### config.mk
export PLATFORM = sky130hd
export DESIGN_NAME = logic_shift_unit
export DESIGN_NICKNAME = d
export VERILOG_FILES = /design/src/rtl/alu_pkg.sv /design/src/rtl/logic_core.sv /design/src/rtl/logic_shift_unit.sv
export SDC_FILE = /design/constraint.sdc
export NUM_CORES = 1
export LEC_CHECK = 0
export CAP_MARGIN = 20
export CORE_AREA = 5 5 129 131
export DETAILED_ROUTE_END_ITERATION = 12
export DIE_AREA = 0 0 134 136
export GPL_TIMING_DRIVEN = 0
export PLACE_DENSITY = 0.68
export SYNTH_ARGS = -nofsm -noshare
export SYNTH_HDL_FRONTEND = slang
export SYNTH_SLANG_ARGS = --single-unit
### constraint.sdc
create_clock -name clk -period 2.5 [get_ports clk]
set_input_delay 0.625 -clock clk [delete_from_list [all_inputs] [get_ports clk]]
set_output_delay 0.625 -clock clk [all_outputs]
set_load 0.02 [all_outputs]
### src/rtl/alu_pkg.sv
// alu_pkg: operation codes and FSM state encoding for the ALU family
// (logic/shift unit now, multi-cycle ALU top later).
//   alu_op_e   - 4-bit aluOp encodings
//   state_e    - sequencing states of the multi-cycle units
//   is_shift_op - true for SLL/SRL/SRA
package alu_pkg;

  typedef enum logic [3:0] {
    OP_AND = 4'b0100,
    OP_OR  = 4'b0101,
    OP_XOR = 4'b0110,
    OP_NOR = 4'b0111,
    OP_SLL = 4'b1000,
    OP_SRL = 4'b1001,
    OP_SRA = 4'b1010,
    OP_LUI = 4'b1011
  } alu_op_e;

  typedef enum logic [1:0] {
    ST_IDLE   = 2'd0,
    ST_SHIFT  = 2'd1,
    ST_FINISH = 2'd2
  } state_e;

  function automatic logic is_shift_op(input logic [3:0] op);
    return (op == OP_SLL) || (op == OP_SRL) || (op == OP_SRA);
  endfunction

endpackage

### src/rtl/logic_core.sv
// logic_core: single-cycle bitwise/LUI datapath.
//   i_op     - aluOp code
//   i_a      - first operand
//   i_b      - second operand (LUI immediate in lower half)
//   o_result - AND/OR/XOR/NOR/LUI result, zero for any other code
//   o_valid  - 1 when i_op is one of the codes handled here
module logic_core
  import alu_pkg::*;
#(
  parameter int WIDTH = 32
) (
  input  logic [3:0]       i_op,
  input  logic [WIDTH-1:0] i_a,
  input  logic [WIDTH-1:0] i_b,
  output logic [WIDTH-1:0] o_result,
  output logic             o_valid
);

  always_comb begin
    o_result = '0;
    o_valid  = 1'b1;
    case (i_op)
      OP_AND:  o_result = i_a & i_b;
      OP_OR:   o_result = i_a | i_b;
      OP_XOR:  o_result = i_a ^ i_b;
      OP_NOR:  o_result = ~(i_a | i_b);
      OP_LUI:  o_result = {i_b[WIDTH/2-1:0], {(WIDTH/2){1'b0}}};
      default: o_valid  = 1'b0;
    endcase
  end

endmodule

### src/rtl/logic_shift_unit.sv
// logic_shift_unit: logic ops and LUI in one cycle, shifts one bit per
// cycle through a down-counter.
//   clk, rst_n - clock, async active-low reset
//   start      - request, taken only while busy=0
//   aluOp      - operation code (alu_pkg::alu_op_e)
//   A, B       - operands; shamt - shift amount
//   Result     - registered result, held until next completion
//   busy       - operation in flight (SHIFT or FINISH)
//   done       - one-cycle completion pulse
//   zero       - Result==0, valid with done
//   illegal    - aluOp unsupported, valid with done
//
// state  | meaning
// IDLE   | waiting for start
// SHIFT  | shifting working register one bit per cycle
// FINISH | done pulse cycle, returns to IDLE
module logic_shift_unit
  import alu_pkg::*;
#(
  parameter int WIDTH   = 32,
  parameter int SHAMT_W = $clog2(WIDTH)
) (
  input  logic               clk,
  input  logic               rst_n,
  input  logic               start,
  input  logic [3:0]         aluOp,
  input  logic [WIDTH-1:0]   A,
  input  logic [WIDTH-1:0]   B,
  input  logic [SHAMT_W-1:0] shamt,
  output logic [WIDTH-1:0]   Result,
  output logic               busy,
  output logic               done,
  output logic               zero,
  output logic               illegal
);

  state_e             r_state;
  logic [WIDTH-1:0]   r_work;
  logic [SHAMT_W-1:0] r_cnt;
  logic [3:0]         r_op;

  logic [WIDTH-1:0]   w_core_result;
  logic               w_core_valid;
  logic [WIDTH-1:0]   w_shift_next;

  logic_core #(.WIDTH(WIDTH)) u_core (
    .i_op    (aluOp),
    .i_a     (A),
    .i_b     (B),
    .o_result(w_core_result),
    .o_valid (w_core_valid)
  );

  // r_op only ever holds a shift code while in SHIFT
  always_comb begin
    w_shift_next = r_work;
    case (r_op)
      OP_SLL:  w_shift_next = {r_work[WIDTH-2:0], 1'b0};
      OP_SRL:  w_shift_next = {1'b0, r_work[WIDTH-1:1]};
      default: w_shift_next = {r_work[WIDTH-1], r_work[WIDTH-1:1]};
    endcase
  end

  always_ff @(posedge clk or negedge rst_n) begin
    if (!rst_n) begin
      r_state <= ST_IDLE;
      r_work  <= '0;
      r_cnt   <= '0;
      r_op    <= '0;
      Result  <= '0;
      busy    <= 1'b0;
      done    <= 1'b0;
      zero    <= 1'b0;
      illegal <= 1'b0;
    end else begin
      case (r_state)
        ST_IDLE: begin
          if (start) begin
            busy <= 1'b1;
            if (is_shift_op(aluOp) && (shamt != '0)) begin
              r_work  <= A;
              r_cnt   <= shamt;
              r_op    <= aluOp;
              r_state <= ST_SHIFT;
            end else if (is_shift_op(aluOp)) begin
              Result  <= A;
              zero    <= (A == '0);
              illegal <= 1'b0;
              done    <= 1'b1;
              r_state <= ST_FINISH;
            end else begin
              // core returns zero for unsupported codes
              Result  <= w_core_result;
              zero    <= (w_core_result == '0);
              illegal <= ~w_core_valid;
              done    <= 1'b1;
              r_state <= ST_FINISH;
            end
          end
        end
        ST_SHIFT: begin
          r_work <= w_shift_next;
          r_cnt  <= r_cnt - 1'b1;
          if (r_cnt == SHAMT_W'(1)) begin
            Result  <= w_shift_next;
            zero    <= (w_shift_next == '0);
            illegal <= 1'b0;
            done    <= 1'b1;
            r_state <= ST_FINISH;
          end
        end
        ST_FINISH: begin
          done    <= 1'b0;
          busy    <= 1'b0;
          r_state <= ST_IDLE;
        end
        default: begin
          done    <= 1'b0;
          busy    <= 1'b0;
          r_state <= ST_IDLE;
        end
      endcase
    end
  end

endmodule

==> run metrics <==
CP most frequent cell nor2_1; DP Worst Slack -0.848 ns; row count 46; Pint 4.18 mW; status finished with violations; vias in the first global route 6647; DR iter-0 viols 799; PD cells 867 mW/mm^2; number of antenna violations at the first check in global routing 0; dominant synthesized flop cell dfrtp_1; largest net degree at the start of global routing 44; Top delay family on crit path buffers and inverters; setup_tns -0.0359 ns; global-route wire length before repair 39.3 mm; die height 136 um; Max stage delay cell, worst path clkdlybuf4s50_1; Worst Setup Path Type in -> reg; share of cells above drive strength 1 11.8%; Clock Tree Buf Depth 2; top cells by area, synth dfrtp_1 29%, ha_1 12%, nand2_1 7.4%, mux2i_1 4.8%, inv_1 3.9%; Worst Path Max Fanout 5; remaining global-route overflow 0; Tmin final 2.53 ns; nets 1075; Hold Vio Cnt, Final 0; Psw 3.30 mW; Mapped Avg Cell Area 8.32 sq um; Num CTS Buffers 9; Synth top cells by count 133 x nand2_1, 79 x dfrtp_1, 69 x inv_1; Clk pin slew, worst setup/hold paths 0.07 ns; H-tree Lvls 3; reg2reg start r_op[1]$_DFFE_PN0P_; cell with the most instances after synthesis nand2_1; Setup crit start A[24]; drt wl/cell 22.8 um; Flop pwr share 32.3%; Final ANT Viol Nets 0; Slew @ Worst Pin 0.655 ns; CTS Sinks 79; Post-DP HPWL 20.3 mm; Post-synth ARST share 100%; CTS tree built; Comb pwr share 50.4%; clock share of power 17.3%; drt pass-1 iters 7; worst skew pair latency 0.35 ns; Crit path largest cell delay 0.66 ns; Crit. End Element register; worst r2r path cells 7; # setup viols final 2; Worst path depth 9; DIE AREA 0.0182 sq mm; Area Overhead vs Synth 28.7%; Hold WC Path Type in -> async; max-cap viol count 0; share of the synthesized area in the top cell type 29.5%; switching share of total power 44.1%; yosys warns 0; cell taking the most area after synthesis dfrtp_1; Setup WS post-layout -0.0251 ns; Setup crit end Result[24]$_DFFE_PN0P_; PortBufs 110; failing checks setup timing; Seq/Total Area, Yosys 29.5%; Reg2Reg Setup Slack 0 ns; Bufs and invs on worst path 2; Routed WL 25.7 mm; syn_nets 948; slew margin rel. 56.3%; gr usage total 28.2%; Tcrit/Tclk final 101%; crit-path cells clkdlybuf4s50_1 > inv_1 > ha_1 > mux2i_1 > nor2_1 > a221oi_1 > a21oi_1 > nor3_1 > nor2_1; crit path launch type input port; DIE WIDTH 134 um; clk root buf clkbuf_16; Via density 6.09; RSZ-0062 raised after global routing yes; total I/O pin count 112; core area 0.0155 sq mm; P_leak 4.24 nW; Arrival @ worst endpoint 2.75 ns; Syn Inst Count 806; r2r endpoint zero$_DFFE_PN0P_; Max IR drop VDD 0.000365 V; DRC violations left 0; # hold bufs at CTS 0; Worst EP required 2.73 ns; number of flops mapped to enable cells by yosys 0; Yosys reg bits 79; Vias 6886; Initial Utilization 43.3%; max-slew violations 0; Diodes inserted 0; Yosys cell types 68; Mapped Area 0.00671 sq mm; clk_skew 0.0109 ns; GP Congestion 0.992; fmax 396 MHz
## area by class of cell
| type | count | area, sq um |
|---|---|---|
| multi-input combinational | 604 | 4330 |
| fill | 1434 | 6850 |
| buffer | 52 | 342 |
| inverter | 70 | 275 |
| tap | 192 | 240 |
| timing repair buffer | 117 | 1180 |
| clock inverter | 6 | 52.6 |
| sequential | 79 | 1980 |
| clock buffer | 10 | 239 |
## how the worst min path moves through the flow
stage                                 from                endpoint  slack [ns]
floorplan                            rst_n   Result[0]$_DFFE_PN0P_        0.33
global placement    Result[25]$_DFFE_PN0P_  Result[25]$_DFFE_PN0P_        0.46
detailed placement  Result[25]$_DFFE_PN0P_  Result[25]$_DFFE_PN0P_        0.46
CTS                                  rst_n  Result[10]$_DFFE_PN0P_        0.26
global route                         rst_n   Result[5]$_DFFE_PN0P_        0.29
finish                               rst_n  Result[10]$_DFFE_PN0P_        0.23
## flip-flops by register name (all words and copies together), names as in the netlist
signal and count:
Result 32, r_state 2, r_cnt 5, r_op 4, busy 1, illegal 1
done 1, r_work 32, zero 1
## worst register-to-register path: stages (launching register included)
cell and delay, ns:
dfrtp_1 0.41, nor4b_1 0.60, buf_2 0.39, mux2i_1 0.28, nand4_1 0.15, nor4_2 0.40
o31ai_4 0.09, o31ai_2 0.09
## layout by cell type, fill, tap and decap left out, drive strengths merged, types with 7 or more instances in the layout
cell and n:
a211oi 9, a21o 18, a21oi 28, a221o 12
and3 16, buf 35, clkbuf 34, clkdlybuf4s50 73
dfrtp 79, dlygate4sd2 29, dlymetal6s2s 7, ha 66
inv 72, mux2 12, mux2i 32, nand2 133
nand2b 8, nand3 29, nor2 33, nor2b 7
nor4 16, o211ai 20, o21ai 42, o221ai 10
o31ai 12, xnor2 14, xor2 10
## power groups by stage
stage	clock network (mW)	registers, mW	logic, mW
floorplan	0	2.62	1.78
global placement	0	2.41	3.53
detailed placement	0	2.43	3.59
CTS	1.30	2.41	3.71
global route	1.36	2.50	4.05
finish	1.30	2.42	3.77
## what timing repair did
item                       4_1_cts  5_1_grt
pin swaps                        4        3
setup buffers                    5        0
cloned                           1        0
setup endpoints to repair       67       39
resized for setup               78       23
## cell families (layout without fill, tap and decap cells)
logic type | Yosys count | count (layout) | synth area share (%)
flip-flops | 79 | 79 | 29.5
adder cells (fa/ha/maj) | 66 | 66 | 12.3
multiplexers | 44 | 44 | 6.85
XOR/XNOR | 24 | 24 | 3.13
buffers and inverters | 123 | 255 | 8.19
AND/OR/NAND/NOR | 274 | 274 | 19.3
AO/OA/AOI/OAI | 196 | 196 | 20.7
## stage by stage
step	power [mW]	hold slack, ns	utilization [%]	cells	area, sq um
5_1_grt	7.91	0.290	55.8	1130	8630
3_5_place_dp	6.01	0.463	52.1	1109	8070
3_3_place_gp	5.95	0.459	52.0	1108	8050
6_report	7.49	0.234	55.8	1130	8630
4_1_cts	7.42	0.260	55.4	1131	8580
2_1_floorplan	4.40	0.329	-	806	6710
## layer usage
| layer | routed length (um) | global-route usage [%] |
|---|---|---|
| met2 | 11900 | 46.5 |
| met5 | 0 | 0 |
| met1 | 10300 | 36.8 |
| met4 | 1180 | 12.5 |
| met3 | 2350 | 4.29 |
(Power assumes the default switching activity.)
